===== src/rtl/muldiv_ctrl_pkg.sv =====
// Shared op-bit indices, FSM states and helpers for the HI/LO multiply/divide controller.
package muldiv_ctrl_pkg;

    localparam int MD_OP_W = 12;

    localparam logic [3:0] MD_MULT  = 4'd0;
    localparam logic [3:0] MD_MULTU = 4'd1;
    localparam logic [3:0] MD_DIV   = 4'd2;
    localparam logic [3:0] MD_DIVU  = 4'd3;
    localparam logic [3:0] MD_MTHI  = 4'd4;
    localparam logic [3:0] MD_MTLO  = 4'd5;
    localparam logic [3:0] MD_MADD  = 4'd8;
    localparam logic [3:0] MD_MADDU = 4'd9;
    localparam logic [3:0] MD_MSUB  = 4'd10;
    localparam logic [3:0] MD_MSUBU = 4'd11;
    localparam logic [3:0] MD_NONE  = 4'd15;

    typedef enum logic [2:0] {
        ST_IDLE,
        ST_MUL1,
        ST_MUL2,
        ST_DIV,
        ST_FIX
    } md_state_e;

    typedef enum logic [1:0] {
        ACC_SET,
        ACC_ADD,
        ACC_SUB
    } md_acc_e;

    // Lowest set bit wins; an empty op maps to MD_NONE.
    function automatic logic [3:0] md_first_bit(input logic [MD_OP_W-1:0] op_in);
        logic [3:0] idx;
        idx = MD_NONE;
        for (int i = MD_OP_W - 1; i >= 0; i--) begin
            if (op_in[i]) idx = 4'(i);
        end
        return idx;
    endfunction

endpackage


===== src/rtl/muldiv_ctrl_div_iter.sv =====
// div_iter: iterative restoring divider core on unsigned magnitudes, one quotient bit per cycle.
module div_iter
    import muldiv_ctrl_pkg::*;
#(
    parameter int ITERS = 32
) (
    input  logic        clk,
    input  logic        reset,
    input  logic        start,
    input  logic        kill,
    input  logic [31:0] dividend,
    input  logic [31:0] divisor,
    output logic        done,
    output logic [31:0] quotient,
    output logic [31:0] remainder
);

    localparam int CW = $clog2(ITERS) + 1;

    logic          r_run;
    logic [CW-1:0] r_cnt;
    logic [31:0]   r_q;
    logic [31:0]   r_rem;
    logic [31:0]   r_d;
    logic [32:0]   w_part;
    logic [32:0]   w_diff;
    logic          w_ge;

    // Shift in the next dividend bit; a clear borrow bit means the divisor fits.
    assign w_part = {r_rem, r_q[31]};
    assign w_diff = w_part - {1'b0, r_d};
    assign w_ge   = !w_diff[32];

    assign done      = r_run && (r_cnt == CW'(ITERS - 1));
    assign quotient  = r_q;
    assign remainder = r_rem;

    always_ff @(posedge clk) begin
        if (reset || kill) begin
            r_run <= 1'b0;
            r_cnt <= '0;
        end else if (start) begin
            r_run <= 1'b1;
            r_cnt <= '0;
        end else if (r_run) begin
            r_cnt <= r_cnt + CW'(1);
            if (done) r_run <= 1'b0;
        end
    end

    always_ff @(posedge clk) begin
        if (start) begin
            r_q   <= dividend;
            r_rem <= '0;
            r_d   <= divisor;
        end else if (r_run) begin
            r_q   <= {r_q[30:0], w_ge};
            r_rem <= w_ge ? w_diff[31:0] : w_part[31:0];
        end
    end

endmodule


===== src/rtl/muldiv_ctrl.sv =====
// HI/LO multiply/divide sequencer beside the EX ALU: 2-cycle multiply, iterative divide, MTHI/MTLO.
// Define MULDIV_MADD_EN to enable MADD/MADDU/MSUB/MSUBU accumulation into {hi,lo}.
module muldiv_ctrl
    import muldiv_ctrl_pkg::*;
#(
    parameter int DIV_ITERS = 32
) (
    input  logic               clk,
    input  logic               reset,
    input  logic               op_valid,
    input  logic [MD_OP_W-1:0] op,
    input  logic [31:0]        a,
    input  logic [31:0]        b,
    output logic               op_ready,
    input  logic               cancel,
    output logic               busy,
    output logic [31:0]        hi,
    output logic [31:0]        lo
);

    md_state_e          r_state, w_next;
    logic               w_accept;
    logic [3:0]         w_idx;
    logic               w_is_mul, w_is_div, w_signed, w_mthi, w_mtlo;
    md_acc_e            w_acc;
    logic signed [32:0] r_ma, r_mb;
    md_acc_e            r_acc;
    logic [63:0]        r_prod;
    logic [31:0]        r_a, r_b;
    logic               r_signed;
    logic signed [63:0] w_ma64, w_mb64;
    logic [63:0]        w_prod, w_mul_res;
    logic [31:0]        w_abs_a, w_abs_b;
    logic               w_div_done;
    logic [31:0]        w_quo, w_rem, w_fix_hi, w_fix_lo;

    assign w_accept = op_valid && op_ready && !cancel;
    assign w_idx    = md_first_bit(op);

    always_comb begin
        w_is_mul = 1'b0;
        w_is_div = 1'b0;
        w_signed = 1'b0;
        w_mthi   = 1'b0;
        w_mtlo   = 1'b0;
        w_acc    = ACC_SET;
        case (w_idx)
            MD_MULT:  begin w_is_mul = 1'b1; w_signed = 1'b1; end
            MD_MULTU: begin w_is_mul = 1'b1; end
            MD_DIV:   begin w_is_div = 1'b1; w_signed = 1'b1; end
            MD_DIVU:  begin w_is_div = 1'b1; end
            MD_MTHI:  begin w_mthi = 1'b1; end
            MD_MTLO:  begin w_mtlo = 1'b1; end
`ifdef MULDIV_MADD_EN
            MD_MADD:  begin w_is_mul = 1'b1; w_signed = 1'b1; w_acc = ACC_ADD; end
            MD_MADDU: begin w_is_mul = 1'b1; w_acc = ACC_ADD; end
            MD_MSUB:  begin w_is_mul = 1'b1; w_signed = 1'b1; w_acc = ACC_SUB; end
            MD_MSUBU: begin w_is_mul = 1'b1; w_acc = ACC_SUB; end
`endif
            default: ;
        endcase
    end

    always_ff @(posedge clk) begin
        if (reset) r_state <= ST_IDLE;
        else       r_state <= w_next;
    end

    always_comb begin
        w_next = r_state;
        case (r_state)
            ST_IDLE: begin
                if (w_accept && w_is_mul)      w_next = ST_MUL1;
                else if (w_accept && w_is_div) w_next = ST_DIV;
            end
            ST_MUL1: w_next = ST_MUL2;
            ST_MUL2: w_next = ST_IDLE;
            ST_DIV:  if (w_div_done) w_next = ST_FIX;
            ST_FIX:  w_next = ST_IDLE;
            default: w_next = ST_IDLE;
        endcase
        if (cancel && r_state != ST_IDLE) w_next = ST_IDLE;
    end

    always_comb begin
        op_ready = (r_state == ST_IDLE);
        busy     = !op_ready;
    end

    // Operand capture at accept; product registered in MUL1.
    always_ff @(posedge clk) begin
        if (w_accept && w_is_mul) begin
            r_ma  <= w_signed ? {a[31], a} : {1'b0, a};
            r_mb  <= w_signed ? {b[31], b} : {1'b0, b};
            r_acc <= w_acc;
        end
        if (w_accept && w_is_div) begin
            r_a      <= a;
            r_b      <= b;
            r_signed <= w_signed;
        end
        if (r_state == ST_MUL1) r_prod <= w_prod;
    end

    assign w_ma64 = 64'(r_ma);
    assign w_mb64 = 64'(r_mb);
    assign w_prod = w_ma64 * w_mb64;

    always_comb begin
        case (r_acc)
            ACC_ADD: w_mul_res = {hi, lo} + r_prod;
            ACC_SUB: w_mul_res = {hi, lo} - r_prod;
            default: w_mul_res = r_prod;
        endcase
    end

    assign w_abs_a = (w_signed && a[31]) ? -a : a;
    assign w_abs_b = (w_signed && b[31]) ? -b : b;

    div_iter #(
        .ITERS(DIV_ITERS)
    ) u_div (
        .clk       (clk),
        .reset     (reset),
        .start     (w_accept && w_is_div),
        .kill      (cancel),
        .dividend  (w_abs_a),
        .divisor   (w_abs_b),
        .done      (w_div_done),
        .quotient  (w_quo),
        .remainder (w_rem)
    );

    // Divide by zero bypasses the sign fixup and reports the raw dividend.
    always_comb begin
        w_fix_lo = (r_signed && (r_a[31] ^ r_b[31])) ? -w_quo : w_quo;
        w_fix_hi = (r_signed && r_a[31]) ? -w_rem : w_rem;
        if (r_b == '0) begin
            w_fix_lo = '1;
            w_fix_hi = r_a;
        end
    end

    always_ff @(posedge clk) begin
        if (reset) begin
            hi <= '0;
            lo <= '0;
        end else if (w_accept && w_mthi) begin
            hi <= a;
        end else if (w_accept && w_mtlo) begin
            lo <= a;
        end else if (r_state == ST_MUL2 && !cancel) begin
            {hi, lo} <= w_mul_res;
        end else if (r_state == ST_FIX && !cancel) begin
            hi <= w_fix_hi;
            lo <= w_fix_lo;
        end
    end

endmodule


===== config.mk =====
export PLATFORM = sky130hd
export DESIGN_NAME = muldiv_ctrl
export DESIGN_NICKNAME = d
export VERILOG_FILES = /design/src/rtl/muldiv_ctrl_pkg.sv /design/src/rtl/muldiv_ctrl_div_iter.sv /design/src/rtl/muldiv_ctrl.sv
export SDC_FILE = /design/constraint.sdc
export NUM_CORES = 2
export LEC_CHECK = 0
export CAP_MARGIN = 20
export CORE_MARGIN = 5
export CORE_UTILIZATION = 65
export DETAILED_ROUTE_END_ITERATION = 7
export GPL_TIMING_DRIVEN = 0
export PLACE_DENSITY = 0.83
export RECOVER_POWER = 100
export SYNTH_ARGS = -nofsm -noshare
export SYNTH_HDL_FRONTEND = slang
export SYNTH_HIERARCHICAL = 1
export SYNTH_SLANG_ARGS = --single-unit

===== constraint.sdc =====
create_clock -name clk -period 16.2 [get_ports clk]
set_input_delay 3.24 -clock clk [delete_from_list [all_inputs] [get_ports clk]]
set_output_delay 3.24 -clock clk [all_outputs]
set_load 0.03 [all_outputs]

# Word level (Yosys, flattened, before mapping)
# Index checks and enable logic that the tools add are counted.
# Widths: inputs -> output; s select.
[word_totals]
regBits = 365
latch_bits = 0
ram_bits = 0
rom_bits = 0
in_bits = 80
output_inout_bits = 66
elab_cells = 111
n_memories = 0
[op_classes]
n_addsub = 6
n_mul = 1
n_div = 0
order_cmp = 0
n_eq_ne = 13
shifts = 0
mux = 40
n_bitwise = 2
n_reduce_logical = 33
[ops]
columns = ["op", "n"]
rows = [
  ["$mux 32", 16],
  ["$neg 32->32", 4],
  ["$mul 33x33->64", 1],
  ["$mux 4", 11],
  ["$sub 33x32->33", 1],
  ["$logic_not 32->1", 1],
  ["$logic_and 1x1->1", 14],
  ["$mux 3", 4],
  ["$reduce_or 2->1", 5],
  ["$pmux 3 s3", 1],
  ["$reduce_bool 3->1", 3],
  ["$eq 4x2->1 const B", 2],
  ["$eq 4x3->1 const B", 2],
  ["$mux 1", 8],
  ["$add 6x1->6 const B", 1],
  ["$eq 3x2->1 const B", 2],
  ["$eq 6x5->1 const B", 1],
  ["$reduce_and 2->1", 3],
  ["$eq 4x1->1 const B", 1],
  ["$logic_not 4->1", 1],
  ["$eq 3x1->1 const B", 1],
  ["$eq 3x3->1 const B", 1],
  ["$logic_not 1->1", 3],
  ["$logic_not 3->1", 1],
  ["7 further kinds", 7],
]

# Logic depth before layout (Yosys ltp)
[depth]
depth_word = 19
ltp_mapped = 29
ltp_nobuf = 27

# Modules after synthesis
# Netlist, hierarchy kept.
[by_module_without_submodules]
columns = ["module", "instances", "cells_per_inst", "area_each_um2", "seq_area_each_um2"]
rows = [
  ["muldiv_ctrl", 1, 5211, 50100.6, 7196.9],
  ["div_iter", 1, 549, 5848.1, 2702.6],
]

# Worst setup path after synthesis
# Ideal clock, no wire load.
[synth_timing]
path_type = "input to register"
start = "input op[0]"
end = "register r_state[2]"
setup_ns = 0.096
arrival_time_ns = 11.247
required_ns = 16.104
setup_slack_ns = 4.856
path_stages = 5
path_buffers = 0
cell_sequence = "nor2_1 nor4b_1 nand2b_1 o21ai_0 nor3_1"
[synth_via]
elab_chain_len = 7
elab_cells_between_ends = 15
cone_classes = "4 x eq/ne; 5 x mux; 6 x reduce/logical"
[synth_rtl]
columns = ["item", "line", "rtl"]
rows = [
  ["start: declaration", "muldiv_ctrl.sv:11", "input logic [MD_OP_W-1:0] op,"],
  ["$mux 4 (*)", "muldiv_ctrl_pkg.sv:37", "if (op_in[i]) idx = 4'(i);"],
  ["$eq 4x1->1, or another cell as far along", "muldiv_ctrl.sv:47", "case (w_idx)"],
  ["$reduce_or 2->1 (no source line)", "n/a", ""],
  ["$mux 1", "muldiv_ctrl.sv:47", ""],
  ["$logic_and 1x1->1 (on tied branches)", "muldiv_ctrl.sv:73, muldiv_ctrl.sv:74", ""],
  ["$mux 3 or $ne 3x1->1 (tied branches)", "n/a", ""],
  ["$pmux 3 s3 or $reduce_and 2->1 (tied branches)", "n/a", ""],
  ["end signal: assignment", "muldiv_ctrl.sv:66", "else r_state <= w_next;"],
  ["end: declaration", "muldiv_ctrl.sv:21", "md_state_e r_state, w_next;"],
]
# Every way passes the cells marked *; elsewhere a longest branch is shown, timed or not.
# A chain may end at the register's enable or synchronous reset.

# Worst setup path after layout
[layout_timing]
start = "register r_ma[32]"
end = "register r_prod[60], data pin"
[layout_via]
elab_chain_len = 1
[layout_rtl]
columns = ["item", "line", "rtl"]
rows = [
  ["start: declaration", "muldiv_ctrl.sv:26", "logic signed [32:0] r_ma, r_mb;"],
  ["start signal: assignment", "muldiv_ctrl.sv:93", "r_ma <= w_signed ? {a[31], a} : {1'b0, a};"],
  ["$mul 33x33->64", "muldiv_ctrl.sv:107", "assign w_prod = w_ma64 * w_mb64;"],
  ["net w_prod[60]", "muldiv_ctrl.sv:32", "logic [63:0] w_prod, w_mul_res;"],
  ["end signal: assignment", "muldiv_ctrl.sv:102", "if (r_state == ST_MUL1) r_prod <= w_prod;"],
  ["end: declaration", "muldiv_ctrl.sv:28", "logic [63:0] r_prod;"],
]
# The timed path passes the listed nets, and every way through them passes these cells.

==> reports/results.env <==
FLOORPLAN.ROWS=107
SYN_AVG_CELL_AREA_UM2=9.71
MAPPEDNETLISTNETS=7215
CTS_HOLD_REPAIR.BUFFERS=0
PLACE.PORT_BUFFERS=144
POST_DRT_VIA_CELL_RATIO=6.40
POST-CTS-SETUP-BUFFERS=0
WORST_R2R_STARTPOINT='r_ma[32]'
CTS_ROOT_BUF='sky130_fd_sc_hd__clkbuf_16'
CLK_PIN_SLEW_NS=0.06
AREA.GROWTH.SYNTH_TO_FINAL_PCT=7.92
CRIT_SLOWEST_CELL='sky130_fd_sc_hd__clkbuf_1'
TIMING.FINAL.MAX_SLEW_VIOLATIONS=139
TRITONCTS='built'
REGTOREGSETUPSLACK_NS=5.63
MAX-CAP-VIOLATIONS=5
TIMING.REG2REG.WORST_PATH_DEPTH=28
CLOCK_LATENCY_AT_THE_LATER_PIN_OF_THE_WORST_SKEW_PAIR_NS=0.61
DIEWIDTH_UM=303
CTS_MADE_BUFFERS=40
TRITONCTS_NUM_SINKS=365
ROUTED_WL_MM=229
MAX_FREQ_MHz=94.6
CLOCK_PATH_BUFFERS=3
DIE_AREA_UM2=92000
POSTSYNTH.ASYNCRESETSHARE_PCT=0
VIAS=45900
HOLD_PATH_STARTPOINT='lo[5]'
CTS_RESIZED=0
WORST_RELATIVE_SLEW_SLACK_PCT=-88.0
TIMING.CRITICAL_PATH.FROM='r_ma[32]'
SETUP-VIOLATIONS-FINAL=0
REMAINING_ANTENNA_VIOLATION_COUNT=0
FINALWORSTSETUPSLACK_NS=5.63
TIMING.RR.END='r_prod[60]'
PLACEMENT.SETUP.WORST_SLACK_NS=6.44
SYN-CELL-AREA_UM2=55900
YS_FF_LATCH=365
UNREPAIRED_SETUP_ENDPOINTS_AFTER_GLOBAL_ROUTING='no'
CRITPATHCAPTURETYPE='register'
DPL.HPWL_MM=182
COUNT_OF_TRITONROUTE_ITERATIONS_IN_THE_FIRST_ROUTING_PASS=7
DETAIL_ROUTE.ITER0.VIOLATIONS=6022
TIMING.FINAL.HOLD_VIOLATIONS=0
POST_ROUTE_FRACTION_OF_THE_PERIOD_CONSUMED_BY_THE_CRITICAL_PATH_PCT=65.2
CRIT_FANOUT=10
REMAINING_DRC_ERRORS=0
FINISH.NET_COUNT=7428
CP.ARRIVAL_NS=10.90
REGISTER_AREA_UM2=9900
CRIT_REQUIRED_NS=16.53
SKEW_NS=0.0256
GRT_START_MAX_NET_PINS=37
GRT.OVERFLOW.TOTAL=0
START_UTIL_PCT=65.6
CRITPATHMOSTFREQUENTCELL='sky130_fd_sc_hd__fa_1'
MULTIINPUTGATEAREA_UM2=40600
GRT_PASS1_WL_MM=328
HP-CLASS='register to register'
FINISH.UTILIZATION_PCT=70.8
VIOLATIONS='capacitance limit, slew limit'
CRIT_PATH_MAX_INCR_DELAY_NS=0.94
GPL.FINAL_WEIGHTED_CONGESTION=1.15
SYNTH_FF_TYPE='sky130_fd_sc_hd__edfxtp_1'
SYNTH.LIB_CELLS_USED.DISTINCT=75
SYNTH-SEQ-AREA-SHARE_PCT=17.7
YS_WARN_COUNT=6
CRITPATHLAUNCHTYPE='register'
PLACEABLECOREAREA_UM2=85300
TIMING.SETUP.TNS_NS=0
FLOORPLAN.IO_PINS=146
SETUP.WORST_PATH.END='r_prod[60]'
POST_ROUTE_CELLS_DRIVE_ABOVE_1_SHARE_PCT=2.25
DIE_H_UM=303
GRTUSAGETOTAL_PCT=50.9
DETAIL_ROUTE.WL_PER_CELL_UM=31.9
OUTCOME='finished, violations left'
CRITICAL_PATH_CLASS='register to register'
FINALCRITICALPERIOD_NS=10.57
FIN_HOLD_WS_NS=0.480
MAX_H_TREE_LEVEL=2
FILLCELLCOUNT=6517
GRT_ANTENNA_BEFORE_REPAIR=39
MAX_SLEW.WORST_PIN.SLEW_NS=2.82
POST_SYNTH_INST_COUNT=5760
FIRST_GLOBAL_VIAS=47100
EDFF_COUNT_SYNTH=259
==> placed cells by master (no fill, tap or decap), drive strengths merged, types with 33 or more instances in the layout <==
cell,n
inv,1141
fa,1126
nand2,689
and2,540
clkbuf,360
edfxtp,259
ha,249
nor2,227
a21oi,173
xnor2,151
dlygate4sd3,133
dfxtp,106
o21ai,85
xor2,82
a211oi,70
nor3,51
a21o,38
a311oi,36
nor2b,35
diode,33
mux2,33
==> critical path, delay by kind of cell, from the launching register on <==
kind	cells	cell delay (ns)
and+or+nand+nor	4	0.99
DFF	1	0.58
adders and majority gates	9	4.24
xor gates and xnor gates	1	0.11
buffers and inverters	9	2.15
AOI/OAI and AO/OA	5	2.22
==> Yosys cell counts (6+ instances only) <==
cell type,instances,area (µm²)
sky130_fd_sc_hd__a211oi_1,68,510
sky130_fd_sc_hd__a21boi_0,6,45.0
sky130_fd_sc_hd__a21o_1,38,285
sky130_fd_sc_hd__a21oi_1,173,866
sky130_fd_sc_hd__a311oi_1,36,315
sky130_fd_sc_hd__a31oi_1,22,138
sky130_fd_sc_hd__and2_1,540,3380
sky130_fd_sc_hd__and3_1,16,100
sky130_fd_sc_hd__buf_2,6,30.0
sky130_fd_sc_hd__clkbuf_1,294,1100
sky130_fd_sc_hd__dfxtp_1,106,2120
sky130_fd_sc_hd__edfxtp_1,259,7780
sky130_fd_sc_hd__fa_1,1126,22500
sky130_fd_sc_hd__ha_1,249,3120
sky130_fd_sc_hd__inv_1,1137,4270
sky130_fd_sc_hd__mux2_2,33,372
sky130_fd_sc_hd__mux2i_1,29,290
sky130_fd_sc_hd__nand2_1,689,2590
sky130_fd_sc_hd__nand2b_1,29,181
sky130_fd_sc_hd__nand3_1,23,115
sky130_fd_sc_hd__nand4_1,14,87.6
sky130_fd_sc_hd__nor2_1,227,852
sky130_fd_sc_hd__nor2b_1,35,219
sky130_fd_sc_hd__nor3_1,51,255
sky130_fd_sc_hd__nor3b_1,6,45.0
sky130_fd_sc_hd__nor4_1,25,156
sky130_fd_sc_hd__o211ai_1,22,165
sky130_fd_sc_hd__o21a_1,11,82.6
sky130_fd_sc_hd__o21ai_0,79,395
sky130_fd_sc_hd__o21ai_1,6,30.0
sky130_fd_sc_hd__o21bai_1,11,82.6
sky130_fd_sc_hd__o221ai_1,23,201
sky130_fd_sc_hd__o22ai_1,8,50.1
sky130_fd_sc_hd__o31ai_1,20,150
sky130_fd_sc_hd__o41ai_1,10,87.6
sky130_fd_sc_hd__or2_2,7,43.8
sky130_fd_sc_hd__or3_1,11,68.8
sky130_fd_sc_hd__or4_1,10,75.1
sky130_fd_sc_hd__xnor2_1,150,1310
sky130_fd_sc_hd__xor2_1,82,718
==> per-layer routing <==
metal | track usage [%] | up-vias | wire [µm]
met5 | 1.96 | - | 345
met4 | 38.0 | 18 | 24000
met3 | 25.3 | 1192 | 37800
met2 | 70.9 | 3982 | 91900
met1 | 60.6 | 22600 | 74900
li1 | - | 18200 | -
==> how the worst min path moves through the flow <==
stage / slack [ns] / endpoint / cells past startpoint
floorplan: 0.47 / u_div/r_cnt[5] / 2
global placement: 0.47 / lo[19] / 2
detailed placement: 0.48 / lo[19] / 2
CTS: 0.48 / lo[19] / 2
global route: 0.50 / lo[13] / 2
finish: 0.48 / lo[5] / 2
==> metrics by stage <==
stage	std cells	area [µm²]
after floorplan	5760	55900
after global placement	7048	58800
after detailed placement	7068	59100
after CTS	7139	60300
after global routing	7151	60300
final	7179	60400
==> cell families (layout without fill, tap and decap cells) <==
| family | Yosys count | count (layout) | share of synthesized area [%] |
|---|---|---|---|
| mux | 62 | 62 | 1.18 |
| simple gates | 1703 | 1703 | 14.9 |
| buf+inv | 1442 | 1684 | 9.71 |
| flops | 365 | 365 | 17.7 |
| other cells | 0 | 33 | 0 |
| compound gates | 580 | 580 | 6.95 |
| fa+ha+maj | 1375 | 1375 | 45.9 |
| xor+xnor | 233 | 233 | 3.66 |
==> sequential cells by signal (all words and copies together), names as in the netlist, 3 cells and up <==
signal / count
r_b: 32
r_state: 3
u_div/r_cnt: 6
r_prod: 64
r_mb: 33
r_a: 32
r_ma: 33
u_div/quotient: 32
lo: 32
u_div/remainder: 32
hi: 32
u_div/r_d: 32
==> final cells by class <==
class                      instances  area share [%]
buffer                           304            1.92
tap                             1144            2.37
clock buffer                      47            1.70
sequential                       365            16.4
timing repair buffer             171            2.72
multi-input combinational       3953            67.3
antenna                           33           0.137
inverter                        1138            7.07
clock inverter                    24           0.423
Power is left out: the tool's default activity adds up to more than one toggle a clock period on the data nets, which glitch-free logic cannot reach.
